## config.mk

```make
export PLATFORM = sky130hd
export DESIGN_NAME = output_port_driver
export DESIGN_NICKNAME = d
export VERILOG_FILES = /design/src/rtl/output_port_driver.sv
export SDC_FILE = /design/constraint.sdc
export NUM_CORES = 1
export LEC_CHECK = 0
export CORE_ASPECT_RATIO = 0.6
export CORE_MARGIN = 2
export CORE_UTILIZATION = 50
export CTS_BUF_LIST = sky130_fd_sc_hd__clkbuf_4 sky130_fd_sc_hd__clkbuf_8
export CTS_CLUSTER_DIAMETER = 60
export DETAILED_ROUTE_END_ITERATION = 10
export PLACE_DENSITY_LB_ADDON = 0.12
export SYNTH_ARGS = -nofsm -noshare
export SYNTH_HDL_FRONTEND = slang
export SYNTH_SLANG_ARGS = --single-unit
```

## constraint.sdc

```tcl
create_clock -name clock -period 3.9 [get_ports clock]
set_clock_uncertainty 0.2 [all_clocks]
set_input_delay 0.78 -clock clock [delete_from_list [all_inputs] [get_ports clock]]
set_output_delay 0.78 -clock clock [all_outputs]
set_load 0.005 [all_outputs]
```

## src/rtl/output_port_driver.sv

```systemverilog
// CPU-writable output port: registered pins with per-bit blink and stretched pulse modes,
// plus a registered read-back path. All outputs come straight from flops.
module output_port_driver #(
    parameter int WIDTH        = 8,
    parameter int BLINK_DIV    = 12_500_000,
    parameter int PULSE_CYCLES = 5_000_000
) (
    input  logic             clock,
    input  logic             reset,
    input  logic             wr_en,
    input  logic             rd_en,
    input  logic [1:0]       addr,
    input  logic [WIDTH-1:0] wdata,
    output logic [WIDTH-1:0] rdata,
    output logic [WIDTH-1:0] pins,
    output logic             blink_phase
);

    localparam int PRE_W = (BLINK_DIV > 2) ? $clog2(BLINK_DIV) : 1;
    localparam int CNT_W = (PULSE_CYCLES > 2) ? $clog2(PULSE_CYCLES) : 1;
    localparam logic [PRE_W-1:0] PRE_MAX    = PRE_W'(BLINK_DIV - 1);
    localparam logic [CNT_W-1:0] CNT_RELOAD = CNT_W'(PULSE_CYCLES - 1);

    typedef enum logic [1:0] {
        REG_DATA   = 2'd0,
        REG_BLINK  = 2'd1,
        REG_TOGGLE = 2'd2,
        REG_PULSE  = 2'd3
    } reg_sel_t;

    reg_sel_t         sel;
    logic [WIDTH-1:0] data_reg;
    logic [WIDTH-1:0] blink_mask;
    logic [WIDTH-1:0] pulse_mask;
    logic [CNT_W-1:0] pulse_cnt;
    logic [PRE_W-1:0] prescaler;
    logic [WIDTH-1:0] pin_next;
    logic [WIDTH-1:0] read_mux;
    logic             pulse_wr;

    assign sel      = reg_sel_t'(addr);
    assign pulse_wr = wr_en && (sel == REG_PULSE);

    always_ff @(posedge clock or posedge reset) begin
        if (reset) begin
            data_reg   <= '0;
            blink_mask <= '0;
        end else if (wr_en) begin
            case (sel)
                REG_DATA:   data_reg   <= wdata;
                REG_BLINK:  blink_mask <= wdata;
                REG_TOGGLE: data_reg   <= data_reg ^ wdata;
                default:    ;
            endcase
        end
    end

    // A PULSE write on the expiry edge takes priority, so the mask never drops for a cycle.
    always_ff @(posedge clock or posedge reset) begin
        if (reset) begin
            pulse_mask <= '0;
            pulse_cnt  <= '0;
        end else if (pulse_wr) begin
            pulse_mask <= pulse_mask | wdata;
            pulse_cnt  <= CNT_RELOAD;
        end else if (pulse_mask != '0) begin
            if (pulse_cnt != '0)
                pulse_cnt <= pulse_cnt - 1'b1;
            else
                pulse_mask <= '0;
        end
    end

    always_ff @(posedge clock or posedge reset) begin
        if (reset) begin
            prescaler   <= '0;
            blink_phase <= 1'b0;
        end else if (prescaler == PRE_MAX) begin
            prescaler   <= '0;
            blink_phase <= ~blink_phase;
        end else begin
            prescaler <= prescaler + 1'b1;
        end
    end

    always_comb begin
        pin_next = (data_reg & (~blink_mask | {WIDTH{blink_phase}})) | pulse_mask;
    end

    always_comb begin
        read_mux = '0;
        case (sel)
            REG_DATA:   read_mux = data_reg;
            REG_BLINK:  read_mux = blink_mask;
            REG_TOGGLE: read_mux = WIDTH'(blink_phase);
            REG_PULSE:  read_mux = pulse_mask;
            default:    read_mux = '0;
        endcase
    end

    always_ff @(posedge clock or posedge reset) begin
        if (reset) begin
            pins  <= '0;
            rdata <= '0;
        end else begin
            pins <= pin_next;
            if (rd_en)
                rdata <= read_mux;
        end
    end

endmodule

```

# [Yosys cells after proc, flatten, opt, wreduce, memory -nomap -nowiden]
# Cells that the tools add are included.
[op_classes] addsub=2 n_mul=0 n_div=0 n_lt_le_gt_ge=0 eq_ne=5 n_shift=0 muxes=9 n_bitwise=7 n_reduce_logical=11
[op_table] operator="$mux 23" n=3
[op_table] operator="$pmux 8 s4" n=1
[op_table] operator="$add 24x1->24 const B" n=1
[op_table] operator="$eq 24x24->1 const B" n=1
[op_table] operator="$mux 24" n=1
[op_table] operator="$mux 8" n=3
[op_table] operator="$or 8x8->8" n=3
[op_table] operator="$reduce_bool 23->1" n=1
[op_table] operator="$sub 23x1->23 const B" n=1
[op_table] operator="$pmux 8 s2" n=1
[op_table] operator="$and 8x8->8" n=1
[op_table] operator="$not 8->8" n=1
[op_table] operator="$reduce_and 2->1" n=4
[op_table] operator="$reduce_bool 8->1" n=1
[op_table] operator="$xor 8x8->8" n=1
[op_table] operator="$reduce_bool 2->1" n=3
[op_table] operator="$eq 2x2->1 const B" n=2
[op_table] operator="$eq 2x1->1 const B" n=1
[op_table] operator="$logic_not 2->1" n=1
[op_table] operator="$ne 2x2->1 const B" n=1
[op_table] operator="$logic_and 1x1->1" n=1
[op_table] operator="$not 1->1" n=1
[word_totals] register_bits=88 latchBits=0 mem_bits_rw=0 rom_bits=0 input_bits=14 wordCells=42 mem_count=0

# [Depth between registers and ports, before layout]
[depth] ltp_word=4 depth_mapped=9 mapped_depth_nobuf=7

# [Worst setup path after synthesis]
# OpenSTA, ideal clock, no wires.
[synth_timing] path_kind="register -> register" from="register pulse_cnt[0]" to="register pulse_cnt[5]" setup_time_ps=131 arrival_ps=2281 required_time_ps=3569 path_slack_ps=1287 path_stages_with_launch=9 path_buffers=1 path_cell_list="dfrtp_1 > inv_1 > ha_1 > or3b_2 > or4_4 > o21ai_2 > buf_4 > nor4_1 > or3_1"
[synth_via] elab_chain_cells=4 elab_cells_between_ends=7 cone_classes="1 x add/sub; 3 x mux; 3 x reduce/logical"
[synth_lines] item="start, declared" line="35" source="logic [CNT_W-1:0] pulse_cnt;"
[synth_lines] item="start signal, assigned" line="68" source="pulse_cnt <= pulse_cnt - 1'b1;"
[synth_lines] item="$sub 23x1->23" line="68"
[synth_lines] item="$mux 23" line="67" source="if (pulse_cnt != '0)"
[synth_lines] item="$mux 23" line="66" source="end else if (pulse_mask != '0) begin"
[synth_lines] item="$mux 23" line="63" source="end else if (pulse_wr) begin"
# Parallel ways exist; a longest one is shown, timed or not. The select of a mux whose other input is x is not followed.
# A chain may end at the register's enable or synchronous reset.

# [Final worst setup path]
# Same ends and word-level chain as after synthesis.

==> impl_metrics.tcl <==
set metrics [dict create \
    fin_ws_ps 676 \
    gp_congestion 0.798 \
    reg_top3 "prescaler (24), pulse_cnt (23)" \
    yosys.area.top_type_share_pct 52.4 \
    synth_edf_count 0 \
    largest_register_ff_count 24 \
    status "finished clean" \
    startpoint_type "register" \
    ctsHoldBuffers 0 \
    swShare_pct 24.7 \
    post-route-period-util_pct 82.7 \
    crit_family "simple AND/OR/NAND/NOR gates" \
    yosysWarnings 0 \
    slowest_delay_ps 640 \
    switchingPower_uw 498 \
    ios 31 \
    synthFlopType "dfrtp_1" \
    rows 25 \
    grt_first_pass_wirelength_um 15000 \
    setup_violations 0 \
    syn-cell-area_um2 4200 \
    holdWs_ps 286 \
    rsz0062_at_grt "false" \
    avgSynthCellArea_um2 10.5 \
    ctsLongestPathBuffers 2 \
    core_area_um2 8010 \
    drv_cap 0 \
    max_flop_register "prescaler" \
    p_comb_share_pct 12.1 \
    detail_route.first_pass.iterations 4 \
    p_seq_share_pct 52.4 \
    max_slew.worst_pin.slew_ps 821 \
    yosysMostFrequentCell "dfrtp_1" \
    total_power_mw 2.01 \
    diodes 0 \
    p_leak_nw 1.88 \
    cts.sinks 88 \
    port_buffers 30 \
    cts_inserted_buffers 9 \
    crit_fanout 20 \
    dp_slack_ps 650 \
    hp-class "reg -> reg" \
    finalSetupTns_ps 0 \
    routed_via_density 5.76 \
    internal-power_mw 1.52 \
    grt.overflow.total 0 \
    path_clk_slew_ps 90 \
    fmax_ghz 0.310 \
    finalWirelength_um 8870 \
    fin_nets 447 \
    cts.htree.levels 3 \
    netlist_instances 401 \
    yosysUniqueCellTypes 48 \
    postSynth.asyncResetShare_pct 100 \
    path_buf_inv 1 \
    ctsResizeCount 0 \
    grt_pass1_vias 3004 \
    wl_per_cell_um 16.3 \
    antenna_left 0 \
    via_count 3125 \
    first_iter_violations 250 \
    cp_cell_sequence "inv_1, ha_1, or3b_2, or4_4, o21ai_2, nor4_1, or3_1" \
    ys_seq_area_share_pct 52.4 \
    drc 0 \
    crit_type "reg -> reg" \
    synth_area_leader_cell "dfrtp_1" \
    die_h_um 75.0 \
    initial_core_util_pct 52.5 \
    critPathCaptureType "register" \
    drive_gt1_share_pct 11.5 \
    slowest_stage "or4_4" \
    slew_headroom_pct 45.3 \
    slew_viol_final 0 \
    cts_tree "done" \
    crit_required_ps 3940 \
    antenna_found_initial 0 \
    insertion_delay_ps 360 \
    syn_nets 417 \
    die_w_um 122 \
    cts_root_buf "clkbuf_8" \
    vdd_drop_max_v 0.000234 \
    arrival_ps 3270 \
    area_growth_pct 15.7 \
    dp_hpwl_um 5880 \
    ys_seq_elements 88 \
    pwr-share-clk_pct 35.4 \
    grt_max_degree 89 \
    grt_util_all_layers_pct 21.4 \
    netlist_top_cells_area "dfrtp_1 52%, mux2_2 4.6%, a21oi_1 4.5%, xor2_1 4.4%, nor2_1 4.0%" \
    synthTopCellsByCount "88 x dfrtp_1, 45 x nor2_1, 38 x a21oi_1, 21 x xor2_1" \
    post-route-min-period_ps 3220 \
    hold_violations 0 \
    dieArea_um2 9180 \
    p_per_area_nw_per_um2 414 \
    postCtsSetupBuffers 0 \
]
## final timing paths
check | from | endpoint | slack (ps) | depth (start not counted)
min in group asynchronous | reset | rdata[2] | 630 | 3
worst min-delay path | prescaler[0] | prescaler[0] | 290 | 1
worst max-delay path | pulse_cnt[0] | pulse_cnt[5] | 680 | 7
max in group asynchronous | reset | prescaler[4] | 2500 | 3
worst min register to register | prescaler[0] | prescaler[0] | 290 | 1
worst max register to register | pulse_cnt[0] | pulse_cnt[5] | 680 | 7
## metrics by stage
| step | area [µm²] | instances | util (%) |
|---|---|---|---|
| floorplan | 4200 | 401 | - |
| global placement | 4640 | 528 | 57.9 |
| detailed placement | 4640 | 528 | 57.9 |
| CTS | 4860 | 543 | 60.8 |
| global route | 4860 | 543 | 60.8 |
| finish | 4860 | 543 | 60.8 |
## layer usage
metal	GRT usage (%)	up-vias	routed length, µm	part of all wire (%)
met2	33.1	61	3960	45
met5	0	-	0	0
li1	-	1527	-	-
met4	6.26	0	53	0.60
met1	30.0	1533	4460	50
met3	5.83	4	397	4.5
## logic make-up (layout without fill, tap and decap cells)
group | Yosys count | after routing | share of synthesized area (%)
flops | 88 | 88 | 52.4
mux | 20 | 20 | 5.57
simple gates | 160 | 160 | 21.3
fa+ha+maj | 2 | 2 | 0.595
xor+xnor | 30 | 30 | 6.25
buf+inv | 22 | 56 | 2.17
compound gates | 79 | 79 | 11.7
## cell type report
cell class / instances / area, µm²
fillers: 686 / 3140
flip-flops and latches: 88 / 2200
multi-input cells: 291 / 1920
repair buffers: 37 / 365
clock buffers: 11 / 151
well taps: 108 / 135
clock inverters: 4 / 77.6
inverters: 4 / 16.3
## power groups by stage
stage | Combinational, mW | Clock, mW | Sequential (mW)
after floorplan | 0.155 | 0 | 1.06
after global placement | 0.240 | 0 | 1.07
after detailed placement | 0.247 | 0 | 1.07
after CTS | 0.248 | 0.731 | 1.05
after global routing | 0.274 | 0.772 | 1.07
final | 0.245 | 0.713 | 1.06
## cell usage in the layout (no fill, tap or decap), types with 3 or more instances in the layout
master           count
a21o_1               8
a21oi_1             38
a311oi_1             3
and4_1               6
buf_4                6
clkbuf_8            11
clkdlybuf4s50_1     30
dfrtp_1             88
inv_1                3
mux2_2              17
nand2_1             17
nand2b_1            11
nand3_1             15
nand3b_1             4
nand4_1             10
nor2_1              45
nor3_1              10
nor3b_1              6
nor4_1               9
o2111ai_1            4
o211ai_1             8
o21ai_0              8
o31ai_1              4
or3_1                4
or4_1                7
xnor2_1              9
xor2_1              21
No activity file was read; power rests on OpenSTA's default activity.
==> RTL edit 1: new RTL, same settings <==
`WIDTH`: 8 -> 9.
--- a/src/rtl/output_port_driver.sv
+++ b/src/rtl/output_port_driver.sv
@@ -2,5 +2,5 @@
 // plus a registered read-back path. All outputs come straight from flops.
 module output_port_driver #(
-    parameter int WIDTH        = 8,
+    parameter int WIDTH        = 9,
     parameter int BLINK_DIV    = 12_500_000,
     parameter int PULSE_CYCLES = 5_000_000
Ports: changed (resized pins, rdata and wdata); port bits go from 31 to 34. The function was not compared with the original's and may differ.
==> RTL edit 1 against the unedited design <==
Design area increased by 11%; routed wire length rose by 19%; global-route usage increased by 0.96 points; sequential power increased by 7%; non-clock buffer count increased by 8; setup slack improved by 470 ps; core utilization is 1.6 points lower; sequential cell count grew 5; area after synthesis increased by 11%; total power grew 9.3%; critical endpoint is now pulse_cnt[6]$_DFFE_PP0P_.
==> RTL edit 1: results (changes against the unedited design) <==
[pwr]
peakVddDrop_uv = 192  ; was 234 uV
powerClk_uw = 773  ; was 713 uW
p_leak_nw = 2.11  ; was 1.88 nW
powerSeq_mw = 1.13  ; was 1.06 mW
p_per_area_nw_per_um2 = 408  ; was 414 nW/um^2
p_sw_uw = 561  ; was 498 uW

[route]
wl_per_cell_microns = 17.2  ; was 16.3 microns
dr.pass1.iters = 4  ; unchanged
drtIter0Drc = 228  ; was 250
wirelength_mm = 10.6  ; was 8.87 mm
via_count = 3659  ; was 3125

[setup_path]
path_max_fanout = 26  ; was 20
r2r-start = pulse_cnt[13]$_DFFE_PP0P_  ; was pulse_cnt[0]$_DFFE_PP0P_
startpoint = addr[1]  ; was pulse_cnt[0]$_DFFE_PP0P_
critPathTopFamily = buffers and inverters  ; was simple AND/OR/NAND/NOR gates
critPathArrivalTime_ps = 2840  ; was 3270 ps
crit_slowest_cell = a2111oi_0  ; was or4_4
worst_path_largest_cell_delay_ps = 610  ; was 640 ps

[final_layout]
drive_gt1_frac = 0.100  ; was 0.115
fillCellCount = 781  ; was 686
nets = 513  ; was 447
reg_top3 = prescaler (24), pulse_cnt (23)  ; unchanged

[synth]
synth_common_cells = dfrtp_1 (93), a21oi_1 (49), nor2_1 (49)  ; was dfrtp_1 (88), nor2_1 (45), a21oi_1 (38)
synthCells = 463  ; was 401
yosysSeqAreaShare = 0.499  ; was 0.524
synth_cell_types = 45  ; was 48
syn_nets = 480  ; was 417
synth.area.top_cells = dfrtp_1 (50%), mux2i_1 (6.0%), a21oi_1 (5.3%)  ; was dfrtp_1 (52%), mux2_2 (4.6%), a21oi_1 (4.5%)

[place]
dpl-instance-area_sq_um = 5150  ; was 4640 sq um
routabilityCongestion = 0.820  ; was 0.798
dpl_worst_slack_ps = 808  ; was 650 ps
hpwl_mm = 7.11  ; was 5.88 mm
placed_cells = 601  ; was 528
io_buffers = 33  ; was 30

[global_route]
grtUsageTotal = 0.223  ; was 0.214
antenna_found_initial = 0  ; unchanged
grt_max_degree = 94  ; was 89
grt_pass1_wl_mm = 17.6  ; was 15.0 mm
grt_pass1_vias = 3441  ; was 3004

[min_path]
hold_path.class = reg -> reg  ; unchanged
min_from = prescaler[0]$_DFF_PP0_  ; unchanged

[clock_network]
h-tree-depth = 3  ; unchanged
numCtsBuffers = 9  ; unchanged
insertion_delay_ps = 360  ; about the same

[status]
status = completed  ; unchanged

[sta]
drv_slew = 0  ; unchanged
worst_slew_margin_rel = 0.398  ; was 0.453

[RTL edit 1: cell types whose count changed in the layout (fill, tap and decap cells not counted), moves of 6 or more]
cell      delta
a211oi_1     +9
a21oi_1     +11
and2_1      +11
mux2_2       -7
mux2i_1     +26
nand2b_1     +9
nor3b_1      -6
o211ai_1     -8
xor2_1      -12
[RTL edit 1: path summary, 6_finish.rpt]
kind | slack [ps] | cells after the start | end
setup / recovery | 1150 | 6 | pulse_cnt[6]$_DFFE_PP0P_
hold / removal | 300 | 1 | prescaler[0]$_DFF_PP0_
setup reg to reg | 1240 | 4 | pulse_mask[8]$_DFFE_PP0P_
hold reg to reg | 300 | 1 | prescaler[0]$_DFF_PP0_
max in group asynchronous | 2460 | 3 | pins[1]$_DFF_PP0_
min in group asynchronous | 610 | 3 | rdata[3]$_DFFE_PP0P_
[RTL edit 1: cell type report]
class                           instances  area, sq um  area share
Clock inverter                          4         97.6      0.0181
Clock buffer                           11          139      0.0258
Multi-Input combinational cell        343         2230       0.414
Tap cell                              116          145      0.0269
Timing Repair Buffer                   45          433      0.0803
Inverter                                4         16.3     0.00302
Sequential cell                        93         2330       0.432
[RTL edit 1: kinds of logic (layout without fill, tap and decap cells)]
family          Yosys count  after routing  synth area share
xor+xnor                 15             15            0.0282
simple gates            189            189             0.226
mux                      39             39            0.0892
fa+ha+maj                 2              2           0.00537
buf+inv                  27             64            0.0226
flops                    93             93             0.499
compound gates           98             98             0.130
[RTL edit 1: worst reg2reg max path, stage by stage, from the launching register on]
cell and delay [ps]:
dfrtp_1 440, or4_1 670, or4_4 570, nor4_4 550, nor2_1 110
[RTL edit 1: routing by layer]
metal  global-route usage  part of all wire
met4               0.0587            0.0087
met5                    0                 0
met1                0.337              0.51
met2                0.319              0.43
met3               0.0593             0.054
==> RTL edit 2: new RTL, same settings <==
Without the edit above. Register the output `rdata` once more, without a reset; this adds one clock of latency there. The other outputs are not delayed to match.
--- a/src/rtl/output_port_driver.sv
+++ b/src/rtl/output_port_driver.sv
@@ -28,4 +28,6 @@
         REG_PULSE  = 2'd3
     } reg_sel_t;
+
+    logic [WIDTH-1:0] rdata_s0;
 
     reg_sel_t         sel;
@@ -102,10 +104,14 @@
         if (reset) begin
             pins  <= '0;
-            rdata <= '0;
+            rdata_s0 <= '0;
         end else begin
             pins <= pin_next;
             if (rd_en)
-                rdata <= read_mux;
+                rdata_s0 <= read_mux;
         end
+    end
+
+    always_ff @(posedge clock) begin
+        rdata <= rdata_s0;
     end
 
Formal check against the unedited RTL: not equivalent (a bounded check fails within 4 cycles, from zero or initial values and one cycle with reset high).
==> RTL edit 2 against the unedited design <==
Worst hold slack lost 110 ps; sequential power grew 8%; critical path depth did not move; non-clock buffer count shrank 1; largest cell class unchanged; sequential cell count increased by 8; design area is 5.8% higher; total power increased by 5.6%; setup slack gained 380 ps; area after synthesis rose by 6.9%; maximum frequency rose by 14%; routed wire length is 8.7% higher.
==> RTL edit 2: results (changes against the unedited design) <==
[final_layout]
layout.cells.non_filler = 574  ; was 543
seqCellArea_sq_um = 2360  ; was 2200 sq um
fillCellCount = 707  ; was 686
nets = 473  ; was 447
drive_gt1_frac = 0.132  ; was 0.115

[synth]
syn_nets = 441  ; was 417
synth-compound-area-share = 0.126  ; was 0.117
synth_mux_area_frac = 0.0521  ; was 0.0557
yosys.area_share.adder = 0.00557  ; was 0.00595
synth_cell_types = 59  ; was 48
synth.area.top_cells = dfrtp_1 (49%), nor2_1 (4.5%), mux2_2 (4.3%)  ; was dfrtp_1 (52%), mux2_2 (4.6%), a21oi_1 (4.5%)
synth_common_cells = dfrtp_1 (88), nor2_1 (54), a21oi_1 (37)  ; was dfrtp_1 (88), nor2_1 (45), a21oi_1 (38)
yosysSeqAreaShare = 0.526  ; was 0.524
yosys.area_share.xor_xnor = 0.0390  ; was 0.0625
async_flop_share = 0.917  ; was 1.00
synthCells = 425  ; was 401

[setup_path]
critPathTopFamily = compound AO/OA/AOI/OAI gates  ; was simple AND/OR/NAND/NOR gates
critPathArrivalTime_ps = 2910  ; was 3270 ps
r2r-end = pulse_cnt[4]$_DFFE_PP0P_  ; was pulse_cnt[5]$_DFFE_PP0P_
worst_path_largest_cell_delay_ps = 590  ; was 640 ps
crit_slowest_cell = a31oi_2  ; was or4_4
startpoint = addr[0]  ; was pulse_cnt[0]$_DFFE_PP0P_
path_max_fanout = 19  ; was 20
timing.reg2reg.setup_slack_ps = 1180  ; was 680 ps
worstSetupEndpoint = pulse_cnt[7]$_DFFE_PP0P_  ; was pulse_cnt[5]$_DFFE_PP0P_

[pwr]
p_sw_uw = 543  ; was 498 uW
clkPwrFrac = 0.340  ; was 0.354
comb-power_uw = 257  ; was 245 uW
p_leak_nw = 2.04  ; was 1.88 nW

[route]
wl_per_cell_microns = 16.8  ; was 16.3 microns
drtIter0Drc = 315  ; was 250
routed.top_layer = met4  ; unchanged
wl_met3_microns = 336  ; was 397 microns
met1_length_mm = 5.06  ; was 4.46 mm
vias_per_cell = 5.77  ; was 5.76

[global_route]
grtUsageTotal = 0.216  ; was 0.214
grt_pass1_vias = 3273  ; was 3004
grt_pass1_wl_mm = 16.6  ; was 15.0 mm
grt.met1_usage = 0.319  ; was 0.300
grtUsageMet2 = 0.313  ; was 0.331
met3_usage = 0.0524  ; was 0.0583
grt_max_degree = 53  ; was 89

[status]
status = completed  ; unchanged

[place]
dpl-instance-area_sq_um = 4930  ; was 4640 sq um
dpl_worst_slack_ps = 707  ; was 650 ps
placed_cells = 558  ; was 528
hpwl_mm = 6.76  ; was 5.88 mm
routabilityCongestion = 0.814  ; was 0.798

[clock_network]
post_cts_buffers = 0  ; unchanged

[sta]
worst_slew_margin_rel = 0.429  ; was 0.453

[min_path]
min_path_cells = 0  ; was 1

[RTL edit 2: final cells by class]
| class | instances | share of cell area |
|---|---|---|
| clock buffer | 10 | 0.0267 |
| clock inverter | 6 | 0.0160 |
| inverter | 8 | 0.00608 |
| multi-input combinational | 306 | 0.395 |
| sequential | 96 | 0.459 |
| tap | 112 | 0.0272 |
| timing repair buffer | 36 | 0.0695 |
[RTL edit 2: how the worst min path moves through the flow]
stage          slack [ps]               startpoint                to
2_1_floorplan         140  rdata_s0[0]$_DFFE_PP0P_  rdata[0]$_DFF_P_
3_3_place_gp          150  rdata_s0[6]$_DFFE_PP0P_  rdata[6]$_DFF_P_
3_5_place_dp          160  rdata_s0[5]$_DFFE_PP0P_  rdata[5]$_DFF_P_
4_1_cts               180  rdata_s0[0]$_DFFE_PP0P_  rdata[0]$_DFF_P_
5_1_grt               190  rdata_s0[1]$_DFFE_PP0P_  rdata[1]$_DFF_P_
6_report              180  rdata_s0[0]$_DFFE_PP0P_  rdata[0]$_DFF_P_
